[config.mk]
export PLATFORM = sky130hd
export DESIGN_NAME = noise_test_sequencer
export DESIGN_NICKNAME = d
export VERILOG_FILES = /design/src/rtl/noise_test_sequencer.sv
export SDC_FILE = /design/constraint.sdc
export NUM_CORES = 1
export LEC_CHECK = 0
export CAP_MARGIN = 15
export CELL_PAD_IN_SITES_DETAIL_PLACEMENT = 1
export CELL_PAD_IN_SITES_GLOBAL_PLACEMENT = 2
export CORE_MARGIN = 2
export CORE_UTILIZATION = 36
export DETAILED_ROUTE_END_ITERATION = 8
export PLACE_DENSITY = 0.85
export SLEW_MARGIN = 20
export SYNTH_ARGS = -nofsm -noshare
export SYNTH_HDL_FRONTEND = slang
export SYNTH_SLANG_ARGS = --single-unit
[constraint.sdc]
create_clock -name clk -period 5 [get_ports clk]
set_input_delay 0.5 -clock clk [delete_from_list [all_inputs] [get_ports clk]]
set_output_delay 0.5 -clock clk [all_outputs]
set_load 0.005 [all_outputs]
[src/rtl/noise_test_sequencer.sv]
// noise_test_sequencer
//
// Sequences one bit-error-rate run. A transmit pattern is launched one bit
// every BIT_CYCLES clocks; the returned bit is sampled SAMPLE_OFFSET clocks
// into each bit and compared with the bit that was sent. Mismatches are
// counted (saturating) over num_bits bits.
//
// Optional feature macro: PRBS_EN
//   defined   -> PRBS7 (x^7+x^6+1) pattern from a 7-bit LFSR seeded to 7'h7F
//   undefined -> alternating 1,0,1,0,... pattern, no LFSR
//
// Ports:
//   clk        system clock, all logic on posedge
//   rst        asynchronous active-high reset
//   start      one-cycle run request, honoured only when idle
//   abort      ends a run immediately, honoured only while running
//   num_bits   bits to send/check, latched on an accepted start
//   rx_bit     returned bit, already synchronised to clk
//   tx_bit     transmit bit (0 whenever not running)
//   busy       high while running
//   done       one-cycle pulse on normal completion
//   err_count  mismatches in the current/last run (saturating)
//   err_sat    err_count reached all-ones during the run
//   bit_count  bits sampled in the current/last run
module noise_test_sequencer #(
  parameter int BIT_CYCLES    = 250,
  parameter int SAMPLE_OFFSET = 125,
  parameter int ERR_W         = 16
) (
  input  logic             clk,
  input  logic             rst,
  input  logic             start,
  input  logic             abort,
  input  logic [15:0]      num_bits,
  input  logic             rx_bit,
  output logic             tx_bit,
  output logic             busy,
  output logic             done,
  output logic [ERR_W-1:0] err_count,
  output logic             err_sat,
  output logic [15:0]      bit_count
);

  localparam int PHASE_W = (BIT_CYCLES > 2) ? $clog2(BIT_CYCLES) : 1;
  localparam logic [PHASE_W-1:0] PHASE_LAST   = PHASE_W'(BIT_CYCLES - 1);
  localparam logic [PHASE_W-1:0] PHASE_SAMPLE = PHASE_W'(SAMPLE_OFFSET);
  localparam logic [ERR_W-1:0]   ERR_MAX      = '1;

  typedef enum logic [1:0] {IDLE, RUN, DONE} state_t;

  state_t             state_reg, state_next;
  logic [15:0]        num_bits_reg;
  logic [PHASE_W-1:0] phase_reg;
  logic               tx_reg;
  logic [ERR_W-1:0]   err_count_reg;
  logic               err_sat_reg;
  logic [15:0]        bit_count_reg;

  logic accept, in_run, launch, sample, mismatch, last_sample;
  logic first_bit, next_bit;

  assign accept   = (state_reg == IDLE) && start;
  assign in_run   = (state_reg == RUN);
  // tx_reg is reloaded on the last phase so the new bit is visible at phase 0.
  assign launch   = in_run && (phase_reg == PHASE_LAST);
  // abort wins over a coincident sample: that sample is dropped.
  assign sample   = in_run && !abort && (phase_reg == PHASE_SAMPLE);
  assign mismatch = rx_bit ^ tx_reg;
  assign last_sample = sample &&
                       (({1'b0, bit_count_reg} + 17'd1) == {1'b0, num_bits_reg});

`ifdef PRBS_EN
  localparam logic [6:0] PRBS_SEED = 7'h7F;
  logic [6:0] lfsr_reg, lfsr_next;

  // The seed's own output bit goes out on entry to RUN, so the register
  // starts one step ahead of it and advances after every later launch.
  always_comb begin
    lfsr_next = lfsr_reg;
    if (accept)
      lfsr_next = {PRBS_SEED[5:0], PRBS_SEED[6] ^ PRBS_SEED[5]};
    else if (launch)
      lfsr_next = {lfsr_reg[5:0], lfsr_reg[6] ^ lfsr_reg[5]};
  end

  always_ff @(posedge clk or posedge rst) begin
    if (rst) lfsr_reg <= PRBS_SEED;
    else     lfsr_reg <= lfsr_next;
  end

  assign first_bit = PRBS_SEED[6];
  assign next_bit  = lfsr_reg[6];
`else
  assign first_bit = 1'b1;
  assign next_bit  = ~tx_reg;
`endif

  // Next-state logic
  always_comb begin
    state_next = state_reg;
    case (state_reg)
      IDLE: if (start) state_next = (num_bits == 16'd0) ? DONE : RUN;
      RUN: begin
        if (abort)            state_next = IDLE;
        else if (last_sample) state_next = DONE;
      end
      DONE:    state_next = IDLE;
      default: state_next = IDLE;
    endcase
  end

  always_ff @(posedge clk or posedge rst) begin
    if (rst) state_reg <= IDLE;
    else     state_reg <= state_next;
  end

  // Datapath
  always_ff @(posedge clk or posedge rst) begin
    if (rst) begin
      num_bits_reg  <= '0;
      phase_reg     <= '0;
      tx_reg        <= 1'b0;
      err_count_reg <= '0;
      err_sat_reg   <= 1'b0;
      bit_count_reg <= '0;
    end else if (accept) begin
      num_bits_reg  <= num_bits;
      phase_reg     <= '0;
      tx_reg        <= first_bit;
      err_count_reg <= '0;
      err_sat_reg   <= 1'b0;
      bit_count_reg <= '0;
    end else if (in_run) begin
      phase_reg <= (phase_reg == PHASE_LAST) ? '0 : phase_reg + PHASE_W'(1);
      if (launch) tx_reg <= next_bit;
      if (sample) begin
        bit_count_reg <= bit_count_reg + 16'd1;
        if (mismatch && (err_count_reg != ERR_MAX)) begin
          err_count_reg <= err_count_reg + ERR_W'(1);
          if (err_count_reg == ERR_MAX - ERR_W'(1)) err_sat_reg <= 1'b1;
        end
      end
    end
  end

  assign busy      = in_run;
  assign done      = (state_reg == DONE);
  assign tx_bit    = in_run & tx_reg;
  assign err_count = err_count_reg;
  assign err_sat   = err_sat_reg;
  assign bit_count = bit_count_reg;

endmodule

Word level (Yosys, flattened, before mapping)
Index checks and enable logic that the tools add are counted.

Reductions and logical operators: 19. Muxes and demuxes: 23. Add/sub/neg operators: 4. Equality and inequality tests: 9. Bitwise gates (word level): 3.

Operators with widths (count): 16-bit two-way mux (7); 16-bit by 1-bit adder with 16-bit output (second input constant) (2); 8-bit two-way mux (3); 16-bit by 1-bit adder with 17-bit output (second input constant) (1); 17-bit by 16-bit == test with 1-bit output (1); 16-bit == test (second input constant) (1); 16-bit logical NOT (1); 16-bit inequality test (second input constant) (1); 2-bit nonzero test (5); 8-bit by 1-bit adder with 8-bit output (second input constant) (1); 8-bit by 7-bit == test with 1-bit output (second input constant) (1); 8-bit == test (second input constant) (1); 1-bit two-way mux (8); 2-bit two-way mux (4); 1-bit logical AND (6); 2-bit AND reduction (3); 2-bit one-hot mux with 2 select lines (1); 4-bit AND reduction (1); 3-bit by 2-bit inequality test with 1-bit output (second input constant) (1); 3-bit AND reduction (1); 2-bit by 1-bit == test with 1-bit output (second input constant) (1); 2-bit == test (second input constant) (1); 2-bit logical NOT (1); 2-bit inequality test (second input constant) (1); 4 further kinds (4).

Output and inout port bits: 36. Input bits: 21. Register bits after elaboration: 60.

Longest topological paths before layout
Depth in word-level cells: 7. Depth in mapped cells: 9. Gate-level depth less buffers: 8.

Least setup slack after synthesis
Ideal clock, no wire load.

Kind: reg-to-reg. Start point: reg bit_count_reg[0], in the netlist bit_count[0]. End point: reg state_reg[0]. Setup time: 0.121 ns. Arrival: 2.162 ns. Setup slack: 2.717 ns. Required time: 4.879 ns. Stages on the path, launching flop included: 8. Path through: dfrtp_1 > ha_1 > nand3_2 > or4_4 > o211a_1 > a2111oi_2 > nand4_1 > a22o_1.

Word-level cells in the longest chain between the ends: 5.

RTL lines: start, declared (line 57) `logic [15:0] bit_count_reg;`; start signal, assigned (line 137) `bit_count_reg <= bit_count_reg + 16'd1;`; 16-bit by 1-bit adder with 17-bit output (line 70) `(({1'b0, bit_count_reg} + 17'd1) == {1'b0, num_bits_reg});`; 17-bit by 16-bit == test with 1-bit output (line 70); 1-bit logical AND (line 69) `assign last_sample = sample &&`; 3-bit by 2-bit inequality test with 1-bit output (no source line); 2-bit AND reduction (no source line); end signal, assigned (line 114) `else state_reg <= state_next;`; end, declared (line 51) `state_t state_reg, state_next;`.

Every way passes these cells. A chain may end at the register's enable or synchronous reset.

Worst setup path after layout
Ends and elaborated chain as after synthesis.

==> qor.txt <==
Worst EP arrival: 3.01 ns
PortBufs: 56
Initial Utilization: 36.9%
Power Dens Cells: 280 nW/um2
Critical R2R Launch: bit_count[0]$_DFFE_PP0P_
Mapped Cells: 384
Gr ovfl total: 0
Root buf cell: clkbuf_8
Slew @ Worst Pin: 1.06 ns
Slew HR: 29.1%
Yosys top cell area share: 41.8%
Initial antenna violation count: 0
Final worst-path cycle share: 55.4%
Commonest non-fill, non-tap cell in the layout: dfrtp_1
Total of max-cap violations: 0
Leak Pwr: 1.72 nW
Largest net degree at the start of global routing: 61
Clock sink count: 60
Clock Skews: 0.0130 ns
RSZ-0062 raised after global routing: false
Wire per inst: 18.1 um
Post-cts resize count: 0
Diode count: 0
Dpl hpwl: 7.30 mm
Final Max Tran Viols: 0
Fin crit period: 2.77 ns
Yosys cell types: 54
Final setup violation count: 0
CTS clock-pin slew for the worst setup and hold paths: 0.07 ns
Core box area: 9730 um2
CTS Buf Count: 9
Global-route wire length before repair: 17.3 mm
HP Class: flip-flop to flip-flop
Crit. End Element: flip-flop
Startpoint types: flip-flop
Die Y: 104 um
Crit-path cells: ha_1, nand3_2, or4_4, o211a_1, a2111oi_2, nand4_1, a22o_1
Die footprint: 10,800 um2
Row Count: 36
DRC: 0
Clock buffer depth: 2
Critical Path Start: bit_count[0]$_DFFE_PP0P_
GRT Overall Usage: 19.8%
# nets final: 458
CTS tree: done
Routed Antenna Nets: 0
Status: completed
Sequential area share after synthesis: 41.8%
Layout fillers: 1,134
Hold_buf cts: 0
Worst hold start: phase_reg[7]$_DFFE_PP0P_
Setup WS post-layout: 2.23 ns
Final TNS setup: 0 ns
Postcts setup bufs: 0
RD Place Congestion: 0.815
Final wirelength: 10.3 mm
Die X: 104 um
Via density per instance: 5.56
Syn Std Cell Area: 3590 um2
Worst skew pair latency: 0.35 ns
Fin Hold WS: 0.511 ns
Layout cells sized above 1: 10.6%
Commonest cells after routing, fill and taps aside: dfrtp_1 (60), clkdlybuf4s50_1 (56), nor2_1 (39), nand2_1 (27), o21ai_0 (23)
Largest stage delay on the critical path: 0.51 ns
Max Fclk: 361 MHz
Avg Cell Area, Syn: 9.35 um2
Prevailing post-synth register cell: dfrtp_1
Async SR Flop Fraction: 100%
Vias: 3,160
CP required: 5.24 ns
Top Ports: 57
Yosys warns: 0
Growth of design area from synthesis to finish: 23.9%
Net Count, Synth: 410
Top fanout value on the critical path: 9
Slowest cell on the critical path: dfrtp_1
CTS H-tree lvls: 3
Worst vdd ir: 136 uV
Total area of sequential cells: 1500 um2
Area leader, netlist: dfrtp_1
Pre-CTS setup slack: 1.93 ns
1st-pass router iterations: 4
WS Path Type: flip-flop to flip-flop
Number of global-route vias before repair: 3,314
Post-synth EDFFs: 0
Footprint of the multi-input gates: 1960 um2
Synthesized flop and latch total: 60
Final Hold Vio Count: 0
Top cells by area, synth: dfrtp_1 (42%), mux2_2 (5.0%), xnor2_1 (4.6%)
First DRT Iteration DRCs: 110
## per-layer routing
layer  vias to the layer above  share of wire, %  track usage [%]
met5                         -                 0                0
met3                        12               3.3             3.07
met2                        57                50             33.6
met4                         0               1.3             6.08
li1                       1502                 -                -
met1                      1589                46             26.0
## cells in the mapped netlist, types with 2 or more instances
| cell type | number |
|---|---|
| nor3_1 | 6 |
| buf_2 | 6 |
| o22ai_1 | 2 |
| o211a_1 | 2 |
| xor2_1 | 12 |
| nor2b_1 | 10 |
| a311oi_1 | 3 |
| a2111oi_2 | 3 |
| buf_4 | 3 |
| nor4_2 | 2 |
| nor4_1 | 6 |
| a31oi_1 | 5 |
| nor3b_1 | 2 |
| inv_1 | 11 |
| xnor2_1 | 19 |
| o41ai_1 | 4 |
| ha_1 | 5 |
| and2_1 | 4 |
| nand2_1 | 27 |
| o21ai_0 | 23 |
| a211oi_1 | 6 |
| and4_1 | 6 |
| nand2b_1 | 4 |
| nand3_1 | 16 |
| nor2_1 | 39 |
| o21ai_1 | 9 |
| dfrtp_1 | 60 |
| clkbuf_1 | 12 |
| mux2_2 | 16 |
| or4_1 | 3 |
| and3_1 | 6 |
| o31ai_1 | 8 |
| a21oi_1 | 10 |
| nand4_1 | 12 |
| nand3_2 | 3 |
## power by group
group	internal (mW)	switching [mW]
Combinational	0.0945	0.101
Sequential	0.527	0.0441
Clock	0.280	0.202
Total	0.901	0.347
## stage by stage
stage	cells	cell area [um2]	total power, mW	utilization (%)
2_1_floorplan	384	3590	0.704	-
3_3_place_gp	554	4240	0.769	43.6
3_5_place_dp	554	4240	0.779	43.6
4_1_cts	568	4450	1.26	45.7
5_1_grt	568	4450	1.31	45.7
6_report	568	4450	1.25	45.7
## worst paths after layout
check	slack, ns	endpoint	cells past startpoint
min in group asynchronous	0.70	tx_reg$_DFFE_PP0P_	3
max	2.23	state_reg[0]$_DFFE_PP0P_	7
min	0.51	phase_reg[7]$_DFFE_PP0P_	1
min reg2reg	0.51	phase_reg[7]$_DFFE_PP0P_	1
max in group asynchronous	3.78	num_bits_reg[7]$_DFFE_PP0P_	3
max reg2reg	2.23	state_reg[0]$_DFFE_PP0P_	7
## kinds of logic after synthesis
logic type / Yosys count / share of synthesized area (%)
AND/OR/NAND/NOR: 153 / 23.6
flip-flops: 60 / 41.8
multiplexers: 17 / 5.29
XOR/XNOR: 31 / 7.56
AO/OA/AOI/OAI: 86 / 16.1
buffers and inverters: 32 / 3.87
adder cells (fa/ha/maj): 5 / 1.74
## cell type report
cell class / instances / area share, %
Sequential cell: 60 / 33.7
Timing Repair Buffer: 58 / 12.9
Clock inverter: 1 / 0.675
Clock buffer: 13 / 4.02
Tap cell: 133 / 3.74
Multi-Input combinational cell: 292 / 44.0
Inverter: 11 / 0.928
## critical path, delay by kind of cell, from the launching register on
| kind | cells | cell delay [ns] |
|---|---|---|
| adders and majority gates | 1 | 0.34 |
| DFF | 1 | 0.51 |
| and+or+nand+nor | 3 | 0.94 |
| AOI/OAI and AO/OA | 3 | 0.87 |
No activity file was read; power rests on OpenSTA's default activity.
